===== src/rtl/mem_port_arbiter_pkg.sv =====
// Shared definitions for the IF/MEM memory port arbiter.
//   - arb_state_t : FSM encoding (IDLE / DATA / INST), 2 bits
//   - STALL_ENABLE / STALL_DISABLE : stall levels, same sense as the
//     pipeline pause constants they are ORed into
//   - default bus widths and timeout limit
package mem_port_arbiter_pkg;

  typedef enum logic [1:0] {
    ARB_IDLE = 2'd0,
    ARB_DATA = 2'd1,
    ARB_INST = 2'd2
  } arb_state_t;

  localparam logic STALL_ENABLE  = 1'b1;
  localparam logic STALL_DISABLE = 1'b0;

  localparam int ARB_ADDR_W  = 32;
  localparam int ARB_DATA_W  = 32;
  localparam int ARB_TIMEOUT = 255;

endpackage


===== src/rtl/mem_port_arbiter_timeout_cnt.sv =====
// Access watchdog for the memory port arbiter.
// Ports:
//   clk, rst  - clock, asynchronous active-low reset
//   clr       - return the count to zero (takes priority over en)
//   en        - count one waiting cycle
//   hit       - count has reached TIMEOUT
// The count saturates at TIMEOUT so hit stays asserted until cleared.
module arb_timeout_cnt #(
  parameter int TIMEOUT = 255
) (
  input  logic clk,
  input  logic rst,
  input  logic clr,
  input  logic en,
  output logic hit
);

  localparam logic [7:0] LIMIT = 8'(TIMEOUT);

  logic [7:0] cnt;

  always_ff @(posedge clk or negedge rst) begin
    if (!rst) begin
      cnt <= 8'd0;
    end else if (clr) begin
      cnt <= 8'd0;
    end else if (en && (cnt != LIMIT)) begin
      cnt <= cnt + 8'd1;
    end
  end

  assign hit = (cnt == LIMIT);

endmodule


===== src/rtl/mem_port_arbiter.sv =====
// Arbitrates one single-port RAM between the IF stage (fetch, read-only)
// and the MEM stage (load/store). MEM wins a simultaneous request, but
// the FSM never re-enters the state it just left, so each requester gets
// a turn after the other has been served.
//
// Handshake: a requester raises req with stable qualifiers and keeps them
// until its stall drops; the cycle where req=1 and stall=0 is completion
// and the pipeline advances on that edge. Towards the RAM, ram_req and
// the ram_* fields are registered and held until a one-cycle ram_ack
// (ram_rdata valid with it) or a watchdog timeout ends the access.
//
// Ports:
//   clk, rst                     clock, asynchronous active-low reset
//   if_req/if_addr               fetch request;  if_rdata, if_stall back
//   mem_req/we/addr/wdata/be     data request;   mem_rdata, mem_stall back
//   ram_req/we/addr/wdata/be     registered RAM command
//   ram_ack/ram_rdata            RAM completion strobe and read data
//   bus_err                      one-cycle pulse when an access times out
//   dbg_state                    current FSM state
module mem_port_arbiter
  import mem_port_arbiter_pkg::*;
#(
  parameter int ADDR_W  = ARB_ADDR_W,
  parameter int DATA_W  = ARB_DATA_W,
  parameter int TIMEOUT = ARB_TIMEOUT
) (
  input  logic                clk,
  input  logic                rst,
  input  logic                if_req,
  input  logic [ADDR_W-1:0]   if_addr,
  output logic [DATA_W-1:0]   if_rdata,
  output logic                if_stall,
  input  logic                mem_req,
  input  logic                mem_we,
  input  logic [ADDR_W-1:0]   mem_addr,
  input  logic [DATA_W-1:0]   mem_wdata,
  input  logic [DATA_W/8-1:0] mem_be,
  output logic [DATA_W-1:0]   mem_rdata,
  output logic                mem_stall,
  output logic                ram_req,
  output logic                ram_we,
  output logic [ADDR_W-1:0]   ram_addr,
  output logic [DATA_W-1:0]   ram_wdata,
  output logic [DATA_W/8-1:0] ram_be,
  input  logic                ram_ack,
  input  logic [DATA_W-1:0]   ram_rdata,
  output logic                bus_err,
  output logic [1:0]          dbg_state
);

  arb_state_t state, state_nxt;

  logic busy;
  logic hit;
  logic timed_out;
  logic done;

  assign busy      = (state == ARB_DATA) || (state == ARB_INST);
  // An ack in the limit cycle wins over the timeout.
  assign timed_out = busy && hit && !ram_ack;
  assign done      = busy && (ram_ack || hit);
  assign bus_err   = timed_out;
  assign dbg_state = state;

  // Cleared while idle and on every completion, so each grant starts at 0.
  arb_timeout_cnt #(
    .TIMEOUT (TIMEOUT)
  ) u_timeout_cnt (
    .clk (clk),
    .rst (rst),
    .clr (!busy || done),
    .en  (busy && !ram_ack),
    .hit (hit)
  );

  always_comb begin
    state_nxt = state;
    case (state)
      ARB_IDLE: begin
        if (mem_req)     state_nxt = ARB_DATA;
        else if (if_req) state_nxt = ARB_INST;
      end
      ARB_DATA: begin
        if (done) state_nxt = if_req ? ARB_INST : ARB_IDLE;
      end
      ARB_INST: begin
        // The if_req seen here is the fetch just served, so never INST again.
        if (done) state_nxt = mem_req ? ARB_DATA : ARB_IDLE;
      end
      default: state_nxt = ARB_IDLE;
    endcase
  end

  always_comb begin
    mem_stall = STALL_DISABLE;
    if_stall  = STALL_DISABLE;
    if (mem_req && !((state == ARB_DATA) && done)) mem_stall = STALL_ENABLE;
    if (if_req  && !((state == ARB_INST) && done)) if_stall  = STALL_ENABLE;
  end

  always_ff @(posedge clk or negedge rst) begin
    if (!rst) begin
      state     <= ARB_IDLE;
      ram_req   <= 1'b0;
      ram_we    <= 1'b0;
      ram_addr  <= '0;
      ram_wdata <= '0;
      ram_be    <= '0;
      if_rdata  <= '0;
      mem_rdata <= '0;
    end else begin
      state <= state_nxt;
      case (state)
        ARB_IDLE: begin
          if (mem_req) begin
            ram_req   <= 1'b1;
            ram_we    <= mem_we;
            ram_addr  <= mem_addr;
            ram_wdata <= mem_wdata;
            ram_be    <= mem_be;
          end else if (if_req) begin
            ram_req   <= 1'b1;
            ram_we    <= 1'b0;
            ram_addr  <= if_addr;
            ram_wdata <= '0;
            ram_be    <= '1;
          end
        end
        ARB_DATA: begin
          if (done) begin
            if (timed_out)    mem_rdata <= '0;
            else if (!ram_we) mem_rdata <= ram_rdata;
            if (if_req) begin
              ram_req   <= 1'b1;
              ram_we    <= 1'b0;
              ram_addr  <= if_addr;
              ram_wdata <= '0;
              ram_be    <= '1;
            end else begin
              ram_req   <= 1'b0;
            end
          end
        end
        ARB_INST: begin
          if (done) begin
            if_rdata <= timed_out ? '0 : ram_rdata;
            if (mem_req) begin
              ram_req   <= 1'b1;
              ram_we    <= mem_we;
              ram_addr  <= mem_addr;
              ram_wdata <= mem_wdata;
              ram_be    <= mem_be;
            end else begin
              ram_req   <= 1'b0;
            end
          end
        end
        default: ram_req <= 1'b0;
      endcase
    end
  end

endmodule

===== config.mk =====
export PLATFORM = sky130hd
export DESIGN_NAME = mem_port_arbiter
export DESIGN_NICKNAME = d
export VERILOG_FILES = /design/src/rtl/mem_port_arbiter_pkg.sv /design/src/rtl/mem_port_arbiter_timeout_cnt.sv /design/src/rtl/mem_port_arbiter.sv
export SDC_FILE = /design/constraint.sdc
export NUM_CORES = 1
export LEC_CHECK = 0
export CAP_MARGIN = 15
export CORE_MARGIN = 2
export CORE_UTILIZATION = 41
export DETAILED_ROUTE_END_ITERATION = 8
export PLACE_DENSITY_LB_ADDON = 0.05
export SLEW_MARGIN = 30
export SYNTH_ARGS = -nofsm -noshare
export SYNTH_HDL_FRONTEND = slang
export SYNTH_HIERARCHICAL = 1
export SYNTH_SLANG_ARGS = --single-unit
export TNS_END_PERCENT = 100

===== constraint.sdc =====
create_clock -name clk -period 2.3 [get_ports clk]
set_input_delay 0.46 -clock clk [delete_from_list [all_inputs] [get_ports clk]]
set_output_delay 0.46 -clock clk [all_outputs]
set_load 0.01 [all_outputs]

Word level (Yosys, flattened, before mapping)
Cells that the tools add are included.
{"block": "op_classes", "n_addsub": 1, "multipliers": 0, "n_div": 0, "n_lt_le_gt_ge": 0, "eq_ne": 9, "shift": 0, "n_mux": 45, "n_bitwise": 0, "n_reduce_logical": 23}
{"operator": "two-way mux 32 bit", "n": 13}
{"operator": "one-hot mux 32 bit (3 select lines)", "n": 2}
{"operator": "two-way mux 4 bit", "n": 5}
{"operator": "two-way mux 8 bit", "n": 2}
{"operator": "two-way mux 1 bit", "n": 14}
{"operator": "one-hot mux 4 bit (3 select lines)", "n": 1}
{"operator": "two-way mux 2 bit", "n": 5}
{"operator": "logical AND 1 bit", "n": 9}
{"operator": "adder 8 x 1 -> 8 bit (second input constant)", "n": 1}
{"operator": "equality test 8 bit (second input constant)", "n": 1}
{"operator": "inequality test 8 bit (second input constant)", "n": 1}
{"operator": "inequality test 2 bit (second input constant)", "n": 3}
{"operator": "one-hot mux 1 bit (3 select lines)", "n": 2}
{"operator": "one-hot mux 2 bit (3 select lines)", "n": 1}
{"operator": "AND reduction 3 bit", "n": 2}
{"operator": "logical NOT 1 bit", "n": 4}
{"operator": "AND reduction 4 bit", "n": 1}
{"operator": "logical OR 1 bit", "n": 3}
{"operator": "inequality test 3 bit (second input constant)", "n": 1}
{"operator": "nonzero test 3 bit", "n": 1}
{"operator": "equality test 2 x 1 -> 1 bit (second input constant)", "n": 1}
{"operator": "equality test 2 bit (second input constant)", "n": 1}
{"operator": "logical NOT 2 bit", "n": 1}
{"operator": "inequality test 2 x 1 -> 1 bit (second input constant)", "n": 1}
{"operator": "2 further kinds", "n": 2}
{"block": "word_totals", "reg_bits": 144, "latchBits": 0, "ramBits": 0, "mem_bits_ro": 0, "input_bits": 138, "mem_count": 0}

Depth between registers and ports, before layout
Gate-level depths: netlist of run 1.
{"block": "depth", "ltp_word": 7, "ltp_mapped": 9, "depth_no_buf": 7}

Modules after synthesis
The synthesis of run 1 kept the hierarchy.
{"module": "mem_port_arbiter", "n_inst": 1, "cells_each": 494, "area_each_um2": 5486.5, "seq_area_each_um2": 3403.3}
{"module": "arb_timeout_cnt", "n_inst": 1, "cells_each": 47, "area_each_um2": 474.2, "seq_area_each_um2": 200.2}

Least setup slack after synthesis of run 1
OpenSTA, ideal clock, no wires.
{"block": "synth_path", "path_type": "register to output", "start": "register state[0], in the netlist dbg_state[0]", "end": "output bus_err", "t_arrival_ns": 1.604, "required_ns": 1.840, "path_slack_ns": 0.236, "stages_incl_launch_ff": 7, "path_buffers": 1, "path_cell_list": "dfrtp_1 > inv_1 > ha_1 > nor2b_1 > nand2_1 > clkbuf_1 > inv_1"}
{"block": "synth_via", "elab_chain_cells": 4, "word_cells_on_any_way": 5}
{"element": "start, declared", "line_no": "mem_port_arbiter.sv:51", "text": "arb_state_t state, state_nxt;"}
{"element": "start signal, assigned", "line_no": "mem_port_arbiter.sv:112", "text": "state <= state_nxt;"}
{"element": "equality test 2 x 1 -> 1 bit or equality test 2 bit (tied branches)", "line_no": "mem_port_arbiter.sv:58", "text": "assign busy = (state == ARB_DATA) || (state == ARB_INST);"}
{"element": "logical OR 1 bit *", "line_no": "mem_port_arbiter.sv:58"}
{"element": "logical AND 1 bit * (2 in a row)", "line_no": "mem_port_arbiter.sv:60", "text": "assign timed_out = busy && hit && !ram_ack;"}
{"element": "end, declared", "line_no": "mem_port_arbiter.sv:47", "text": "output logic bus_err,"}
Mark *: on every way between the ends. The rest lies on a longest branch, timed or not.

Worst setup path in the final report of run 1
{"block": "layout_path", "start": "register u_timeout_cnt.cnt[0]", "end": "output mem_stall"}
{"block": "layout_via", "elab_chain_cells": 7}
{"element": "start, declared", "line_no": "mem_port_arbiter_timeout_cnt.sv:20", "text": "logic [7:0] cnt;"}
{"element": "start signal, assigned", "line_no": "mem_port_arbiter_timeout_cnt.sv:28", "text": "cnt <= cnt + 8'd1;"}
{"element": "equality test 8 bit", "line_no": "mem_port_arbiter_timeout_cnt.sv:32", "text": "assign hit = (cnt == LIMIT);"}
{"element": "net hit", "line_no": "mem_port_arbiter.sv:54", "text": "logic hit;"}
{"element": "logical OR 1 bit", "line_no": "mem_port_arbiter.sv:61", "text": "assign done = busy && (ram_ack || hit);"}
{"element": "logical AND 1 bit", "line_no": "mem_port_arbiter.sv:61"}
{"element": "logical AND 1 bit", "line_no": "mem_port_arbiter.sv:97", "text": "if (mem_req && !((state == ARB_DATA) && done)) mem_stall = STALL_ENABLE;"}
{"element": "logical NOT 1 bit", "line_no": "mem_port_arbiter.sv:97"}
{"element": "logical AND 1 bit", "line_no": "mem_port_arbiter.sv:97"}
{"element": "two-way mux 1 bit", "line_no": "mem_port_arbiter.sv:97"}
{"element": "end, declared", "line_no": "mem_port_arbiter.sv:39", "text": "output logic mem_stall,"}
The timed path passes the listed nets, and every way through them passes these cells.

==> tab_implementation.tex, run 1 <==
\begin{tabular}{lr}
\hline
Metric & Value \\
\hline
\multicolumn{2}{l}{\textbf{Synth}} \\
\quad Area share of the largest cell type after synthesis & 60.5\% \\
\quad Synth area leaders & dfrtp\_1 (60\%), nand2\_1 (6.6\%), a22o\_1 (5.7\%) \\
\quad Synth Flop Type & dfrtp\_1 \\
\quad EDFF count, synth & 0 \\
\quad Share of synthesized area occupied by flip-flops and latches & 60.5\% \\
\quad Cell type with the highest aggregate area in the netlist & dfrtp\_1 \\
\quad Ys async rst share & 100\% \\
\quad Post-Synthesis Net Count & 684 \\
\quad Synthesized area divided by synthesized cell count & 11.0 um\^{}2 \\
\quad Number of warnings printed during yosys synthesis & 6 \\
\quad Count of cell types in the netlist & 44 \\
\quad Flops \& latches, synth & 144 \\
\quad Total standard cell area after synthesis & 5960 um\^{}2 \\
\quad Post-Synthesis Cells & 541 \\
\multicolumn{2}{l}{\textbf{Worst setup path}} \\
\quad FF-to-FF setup slack & 0.23 ns \\
\quad Required arrival time at the worst endpoint & 1.84 ns \\
\quad CP Launch Point & u\_timeout\_cnt/cnt[0]\$\_DFFE\_PN0P\_ \\
\quad Critical path launch point type & flip-flop \\
\quad Critical path peak fanout & 3 \\
\quad Type of element capturing the critical path & primary output \\
\quad Worst path arrival time & 1.71 ns \\
\quad Critical R2R Launch & u\_timeout\_cnt/cnt[0]\$\_DFFE\_PN0P\_ \\
\quad Depth of the worst register-to-register path & 9 \\
\quad Worst r2r dst & ram\_be[1]\$\_DFFE\_PN0P\_ \\
\quad Setup CP Type & flip-flop to primary output \\
\quad Timing endpoint of the critical path & mem\_stall \\
\multicolumn{2}{l}{\textbf{Power}} \\
\quad Pwr dens & 1370 nW/um\^{}2 \\
\quad Worst voltage drop across the vdd grid & 0.758 mV \\
\quad Standby leakage power & 0.00427 uW \\
\multicolumn{2}{l}{\textbf{CTS}} \\
\quad Clock tree from TritonCTS & done \\
\quad Worst-Skew Late Latency & 0.42 ns \\
\quad Buffer type at the clock tree root & clkbuf\_16 \\
\quad Clock Sink Count & 144 \\
\quad Number of buffers added for setup after CTS & 0 \\
\quad Htree depth & 4 \\
\quad Bufs on Longest Clock Path & 2 \\
\quad Reg clk slew, reported paths & 0.06 ns \\
\quad Inserted Clock Buffers & 17 \\
\multicolumn{2}{l}{\textbf{Floorplanning}} \\
\quad Die outline area & 15500 um\^{}2 \\
\quad Number of ports placed on the die boundary & 277 \\
\quad Initial Utilization & 41.5\% \\
\quad Placeable Area & 14400 um\^{}2 \\
\quad Die Width & 125 um \\
\quad DIE HEIGHT & 125 um \\
\quad Total number of placement rows & 44 \\
\multicolumn{2}{l}{\textbf{STA}} \\
\quad Final worst path period share & 94.4\% \\
\quad Time the final worst path needs with I/O delays and setup & 2.17 ns \\
\quad Slew at the pin closest to its max-slew limit & 0.458 ns \\
\quad Number of pins exceeding their max-slew limit in the final report & 0 \\
\quad F\_max & 460 MHz \\
\quad Hold Fails Final Rpt & 0 \\
\quad Fin Clk Skew & 0.0109 ns \\
\quad Number of setup violations in the final report & 0 \\
\quad Worst max-slew margin expressed relative to the limit & 69.5\% \\
\quad Unrepaired setup endpoints after global routing & false \\
\quad Worst hold margin & 0.474 ns \\
\multicolumn{2}{l}{\textbf{Finish}} \\
\quad Layout filler cell count & 1097 \\
\quad Finished Cell Area & 9720 um\^{}2 \\
\quad Number of diodes & 0 \\
\quad Net count reported at finish & 970 \\
\quad Final non-filler cell total & 1023 \\
\quad Synthesis-to-finish area growth & 63.0\% \\
\quad Layout cells sized above 1 & 9.18\% \\
\multicolumn{2}{l}{\textbf{Hold path}} \\
\quad Hold path depth & 2 \\
\quad Path class of the lowest-slack min-delay path & flip-flop to flip-flop \\
\multicolumn{2}{l}{\textbf{Placed design}} \\
\quad IO Port Bufs & 276 \\
\quad Post-placement cell area & 9120 um\^{}2 \\
\quad Sum of net half-perimeters after detailed placement & 12700 um \\
\quad GP Congestion & 0.848 \\
\quad Inst Count DP & 991 \\
\multicolumn{2}{l}{\textbf{Routing}} \\
\quad Post-DR vias/cell & 5.18 \\
\quad Number of detailed-route iterations in the first pass & 5 \\
\quad Post-route DRC & 0 \\
\quad Final antenna-violating net count & 0 \\
\quad Routed wire per std cell & 17.2 um \\
\quad Overall routed net length & 17600 um \\
\quad Detailed-route via count & 5303 \\
\quad Drt first-iter violations & 260 \\
\multicolumn{2}{l}{\textbf{Global route}} \\
\quad Vias in the first global route & 5551 \\
\quad Global-route wire length before repair & 28600 um \\
\quad Largest net degree at the start of global routing & 65 \\
\quad Combined global-route utilization of all metal layers & 23.0\% \\
\quad Total congestion overflow after global routing & 0 \\
\quad Initial antenna violation count & 0 \\
\multicolumn{2}{l}{\textbf{Job}} \\
\quad Number of maximum-capacitance violations & 0 \\
\multicolumn{2}{l}{\textbf{Outcome}} \\
\quad Status & finished clean \\
\hline
\end{tabular}
[cell usage after synthesis (2+ instances only)]
cell and instances:
a211oi_1 2, a21oi_1 14, a221oi_1 4, a22o_1 39, a22oi_1 32, and3_1 2
buf_2 7, buf_4 4, buf_6 2, clkbuf_1 27, dfrtp_1 144, ha_1 5
inv_1 7, nand2_1 105, nand2b_1 8, nand3_1 2, nor2_1 6, nor2b_1 6
nor3_1 2, o21ai_0 66, o21ai_1 2, o2bb2ai_1 32, o31ai_1 2
[worst max-delay path: stages, from the launching register on]
cell and delay [ns]:
dfrtp_1 0.38, ha_1 0.21, nand3_1 0.10, nor2_1 0.07
o21a_2 0.22, a21boi_1 0.15, buf_2 0.16
[layer usage]
layer  global-route usage, %  up-vias  share of wire (%)  wire [um]
li1                        -     2528                  -          -
met5                       0        -                  0          0
met3                    7.26       42                7.1       1260
met2                    37.4      193                 48       8490
met1                    27.5     2540                 41       7170
met4                    11.9        0                3.9        693
[cells in the final DEF, fill, tap and decap left out, types with 2 or more instances in the layout]
master,count
clkdlybuf4s50_1,272
dfrtp_1,144
nand2_1,104
o21ai_0,66
a22o_1,39
a22oi_1,32
o2bb2ai_1,32
buf_4,21
clkbuf_16,17
a21oi_1,13
buf_12,9
nand2b_1,8
inv_1,7
nor2_1,6
nor2b_1,5
a221oi_1,4
ha_1,4
clkinv_2,4
bufinv_16,3
a21oi_2,2
o21ai_1,2
o31ai_1,2
clkbuf_8,2
clkbuf_1,2
buf_2,2
nand3_1,2
and3_1,2
nor3_1,2
a211oi_1,2
[power by group]
part | internal (uW) | switching [uW] | leakage [uW]
combinational | 3380 | 2960 | 0.00214
clock | 1750 | 1020 | 0.000293
sequential | 3620 | 588 | 0.00184
[state kept, by name, summed over array words and instances (netlist names)]
| name | count |
|---|---|
| if_rdata | 32 |
| mem_rdata | 32 |
| ram_addr | 32 |
| ram_wdata | 32 |
| u_timeout_cnt/cnt | 8 |
| ram_be | 4 |
| dbg_state | 2 |
| ram_req | 1 |
| ram_we | 1 |
[how the worst min path moves through the flow]
| stage | from | to | slack [ns] |
|---|---|---|---|
| 6_report | mem_rdata[1]$_DFFE_PN0P_ | mem_rdata[1]$_DFFE_PN0P_ | 0.47 |
| 5_1_grt | mem_rdata[29]$_DFFE_PN0P_ | mem_rdata[29]$_DFFE_PN0P_ | 0.50 |
| 4_1_cts | mem_rdata[22]$_DFFE_PN0P_ | mem_rdata[22]$_DFFE_PN0P_ | 0.48 |
| 3_5_place_dp | rst | ram_addr[1]$_DFFE_PN0P_ | 0.42 |
| 3_3_place_gp | rst | ram_req$_DFFE_PN0P_ | 0.43 |
| 2_1_floorplan | rst | dbg_state[0]$_DFFE_PN0P_ | 0.16 |
[cells by family (layout without fill, tap and decap cells)]
| logic type | after synthesis | in the layout | share of synthesized area, % |
|---|---|---|---|
| DFF | 144 | 144 | 60.5 |
| and+or+nand+nor | 138 | 138 | 10.0 |
| AOI/OAI and AO/OA | 204 | 204 | 24.3 |
| muxes | 3 | 3 | 0.609 |
| buffers and inverters | 47 | 345 | 3.61 |
| adders and majority gates | 5 | 5 | 1.05 |
[stage by stage]
stage / setup TNS (ns) / total power, uW / setup slack, ns / util [%]
after floorplan: 0 / 7160 / 0.236 / -
after global placement: -0.123 / 10500 / -0.0649 / 63.5
after detailed placement: -0.166 / 10600 / -0.0776 / 63.5
after CTS: 0 / 13500 / 0.0106 / 67.7
after global routing: 0 / 14200 / 0.0537 / 67.6
final: 0 / 13300 / 0.128 / 67.6
[cell type report]
type	count	area [um^2]	area share (%)
Timing Repair Buffer	307	3100	31.9
Multi-Input combinational cell	350	2160	22.3
Inverter	7	26.3	0.270
Tap cell	184	230	2.37
Sequential cell	144	3600	37.1
Clock inverter	10	135	1.39
Clock buffer	21	460	4.74
[repair_timing]
item / 4_1_cts / 5_1_grt
endpoints found under the setup margin: 3 / 3
gates resized for setup: 11 / 5
endpoints found under the hold margin: 45 / 0
hold buffers: 1 / 0
(Power assumes the default switching activity.)
==> inputs of run 2 (changes only) <==
--- a/config.mk
+++ b/config.mk
@@ -7,7 +7,7 @@
 export LEC_CHECK = 0
 export CAP_MARGIN = 15
 export CORE_MARGIN = 2
-export CORE_UTILIZATION = 41
+export CORE_UTILIZATION = 30
 export DETAILED_ROUTE_END_ITERATION = 8
 export PLACE_DENSITY_LB_ADDON = 0.05
 export SLEW_MARGIN = 30
==> constraint.sdc (replaced) <==
create_clock -name clk -period 2.8 [get_ports clk]
set_input_delay 0.56 -clock clk [delete_from_list [all_inputs] [get_ports clk]]
set_output_delay 0.56 -clock clk [all_outputs]
set_load 0.01 [all_outputs]
==> run 2 against run 1 <==
Compared with the run above: global-route usage down 4.6 points; via count down 1.4%; hold slack worse by 0.36 ns; critical path depth unchanged; largest power group unchanged; core utilization down 18 points; die area up 35%; clock skew down 0.0031 ns; total power down 19%; first-iteration DRC count down 35%; combinational power down 19%; non-clock buffer count down 11.
==> tab_implementation.tex, run 2 (synthesis gave the netlist of run 1 again) <==
\begin{tabular}{lr}
\hline
Metric & Value \\
\hline
\multicolumn{2}{l}{\textbf{Outcome}} \\
\quad Status & finished clean (unchanged) \\
\multicolumn{2}{l}{\textbf{Hold path}} \\
\quad Path class of the lowest-slack min-delay path & input pin to asynchronous set/reset pin (was flip-flop to flip-flop) \\
\multicolumn{2}{l}{\textbf{STA}} \\
\quad Worst max-slew margin expressed relative to the limit & 56.5\% (was 69.5\%) \\
\quad Number of setup violations in the final report & 0 (unchanged) \\
\quad Fin Clk Skew & 0.00775 ns (was 0.0109 ns) \\
\quad Number of pins exceeding their max-slew limit in the final report & 0 (unchanged) \\
\quad Accumulated negative setup slack & 0 ns (unchanged) \\
\quad Slew at the pin closest to its max-slew limit & 0.653 ns (was 0.458 ns) \\
\quad Hold Fails Final Rpt & 0 (unchanged) \\
\quad Worst hold margin & 0.118 ns (was 0.474 ns) \\
\quad Time the final worst path needs with I/O delays and setup & 2.67 ns \\
\quad Final worst path period share & 95.5\% \\
\quad F\_max & 374 MHz \\
\multicolumn{2}{l}{\textbf{CTS}} \\
\quad Htree depth & 4 (unchanged) \\
\quad Clock Sink Count & 144 (unchanged) \\
\quad Buffer type at the clock tree root & clkbuf\_16 (unchanged) \\
\quad Bufs on Longest Clock Path & 2 (unchanged) \\
\quad Worst-Skew Late Latency & 0.42 ns (about the same) \\
\quad Inserted Clock Buffers & 17 (unchanged) \\
\quad Reg clk slew, reported paths & 0.07 ns (was 0.06 ns) \\
\quad Clock tree from TritonCTS & done (unchanged) \\
\quad Number of hold buffers added after CTS & 0 (was 1) \\
\multicolumn{2}{l}{\textbf{Worst setup path}} \\
\quad Depth of the worst register-to-register path & 9 (unchanged) \\
\quad Required arrival time at the worst endpoint & 2.24 ns (was 1.84 ns) \\
\quad Critical path launch point type & flip-flop (unchanged) \\
\quad Critical path peak fanout & 6 (was 3) \\
\quad Type of element capturing the critical path & primary output (unchanged) \\
\quad Worst r2r dst & ram\_wdata[17]\$\_DFFE\_PN0P\_ (was ram\_be[1]\$\_DFFE\_PN0P\_) \\
\quad Worst path arrival time & 2.11 ns (was 1.71 ns) \\
\quad Setup CP Type & flip-flop to primary output (unchanged) \\
\quad FF-to-FF setup slack & 0.53 ns (was 0.23 ns) \\
\quad Critical R2R Launch & u\_timeout\_cnt/cnt[0]\$\_DFFE\_PN0P\_ (unchanged) \\
\multicolumn{2}{l}{\textbf{Finish}} \\
\quad Leading cell type in the layout, fill and taps excluded & clkdlybuf4s50\_1 (unchanged) \\
\quad Layout cells sized above 1 & 7.84\% (was 9.18\%) \\
\quad Sequential cell area in the final layout & 3600 um\^{}2 (unchanged) \\
\quad Synthesis-to-finish area growth & 62.0\% (was 63.0\%) \\
\quad Highest-count cells in the layout ignoring fill and taps & clkdlybuf4s50\_1 (273), dfrtp\_1 (144), nand2\_1 (104) (was clkdlybuf4s50\_1 (272), dfrtp\_1 (144), nand2\_1 (104)) \\
\quad Number of diodes & 0 (unchanged) \\
\quad Net count reported at finish & 959 (was 970) \\
\quad Combined area of the multi-input logic cells & 2170 um\^{}2 (was 2160 um\^{}2) \\
\quad Final core utilization & 49.6\% (was 67.6\%) \\
\quad Finished Cell Area & 9660 um\^{}2 (was 9720 um\^{}2) \\
\quad Layout filler cell count & 1772 (was 1097) \\
\multicolumn{2}{l}{\textbf{Power}} \\
\quad Pwr dens & 1120 nW/um\^{}2 (was 1370 nW/um\^{}2) \\
\quad Standby leakage power & 0.00417 uW (was 0.00427 uW) \\
\quad Worst voltage drop across the vdd grid & 0.436 mV (was 0.758 mV) \\
\multicolumn{2}{l}{\textbf{Floorplanning}} \\
\quad Die outline area & 21000 um\^{}2 (was 15500 um\^{}2) \\
\quad Placeable Area & 19500 um\^{}2 (was 14400 um\^{}2) \\
\quad Total number of placement rows & 51 (was 44) \\
\quad DIE HEIGHT & 145 um (was 125 um) \\
\quad Number of ports placed on the die boundary & 277 (unchanged) \\
\quad Initial Utilization & 30.6\% (was 41.5\%) \\
\quad Die Width & 145 um (was 125 um) \\
\multicolumn{2}{l}{\textbf{Routing}} \\
\quad Drt first-iter violations & 170 (was 260) \\
\quad Detailed-route via count & 5228 (was 5303) \\
\quad Post-route DRC & 0 (unchanged) \\
\quad Post-DR vias/cell & 4.78 (was 5.18) \\
\quad Overall routed net length & 19000 um (was 17600 um) \\
\quad Final antenna-violating net count & 0 (unchanged) \\
\quad Routed wire per std cell & 17.4 um (was 17.2 um) \\
\quad Number of detailed-route iterations in the first pass & 4 (was 5) \\
\multicolumn{2}{l}{\textbf{Placed design}} \\
\quad IO Port Bufs & 276 (unchanged) \\
\quad Sum of net half-perimeters after detailed placement & 13500 um (was 12700 um) \\
\quad Post-placement cell area & 9070 um\^{}2 (was 9120 um\^{}2) \\
\quad GP Congestion & 0.748 (was 0.848) \\
\multicolumn{2}{l}{\textbf{Global route}} \\
\quad Vias in the first global route & 5533 (was 5551) \\
\quad Largest net degree at the start of global routing & 69 (was 65) \\
\quad Global-route wire length before repair & 30800 um (was 28600 um) \\
\quad Combined global-route utilization of all metal layers & 18.4\% (was 23.0\%) \\
\quad Total congestion overflow after global routing & 0 (unchanged) \\
\quad Initial antenna violation count & 0 (unchanged) \\
\multicolumn{2}{l}{\textbf{Job}} \\
\quad Number of maximum-capacitance violations & 0 (unchanged) \\
\hline
\end{tabular}
-- run 2: repair_timing --
| item | in CTS | in global routing |
|---|---|---|
| buffers inserted | 1 | 1 |
| resized for setup | 3 | 1 |
| cloned | 0 | 0 |
| pin swaps | 0 | 0 |
| setup endpoints to repair | 3 | 1 |
-- run 2: through the flow --
stage	setup slack (ns)	cells	power, uW
after CTS	0.0384	1093	11000
after global placement	0.205	1060	8550
final	0.126	1094	10800
after global routing	-0.000638	1094	11500
after floorplan	0.636	541	5880
after detailed placement	0.163	1060	8660
-- run 2: layout make-up --
type / instances / area share (%)
Tap cell: 265 / 3.43
Multi-Input combinational cell: 350 / 22.5
Timing Repair Buffer: 296 / 30.7
Clock buffer: 18 / 4.44
Sequential cell: 144 / 37.3
Clock inverter: 14 / 1.39
Inverter: 7 / 0.272
-- run 2: layer usage --
metal	share of wire (%)	GRT usage, %	up-vias
li1	-	-	2505
met4	1.7	6.44	0
met5	0	0	-
met3	7.4	6.64	25
met2	49	30.4	160
met1	42	22.2	2538
-- run 2: power by group --
part | switching (uW) | internal [uW] | total, uW
combinational | 2470 | 2680 | 5150
sequential | 482 | 2970 | 3450
clock | 953 | 1240 | 2190
-- run 2: worst max path at each step --
stage	to	start	slack [ns]	depth (start not counted)
2_1_floorplan	bus_err	dbg_state[0]$_DFFE_PN0P_	0.64	6
3_3_place_gp	mem_stall	ram_ack	0.21	4
3_5_place_dp	mem_stall	ram_ack	0.16	4
4_1_cts	bus_err	dbg_state[0]$_DFFE_PN0P_	0.04	6
5_1_grt	bus_err	dbg_state[0]$_DFFE_PN0P_	-0.0006	6
6_report	bus_err	dbg_state[0]$_DFFE_PN0P_	0.13	6
-- run 2: critical path: stages (launching register included) --
cell	delay [ns]
dfrtp_1	0.39
inv_1	0.10
ha_4	0.31
nor2b_1	0.18
nand2_1	0.09
inv_1	0.08
clkdlybuf4s50_1	0.54
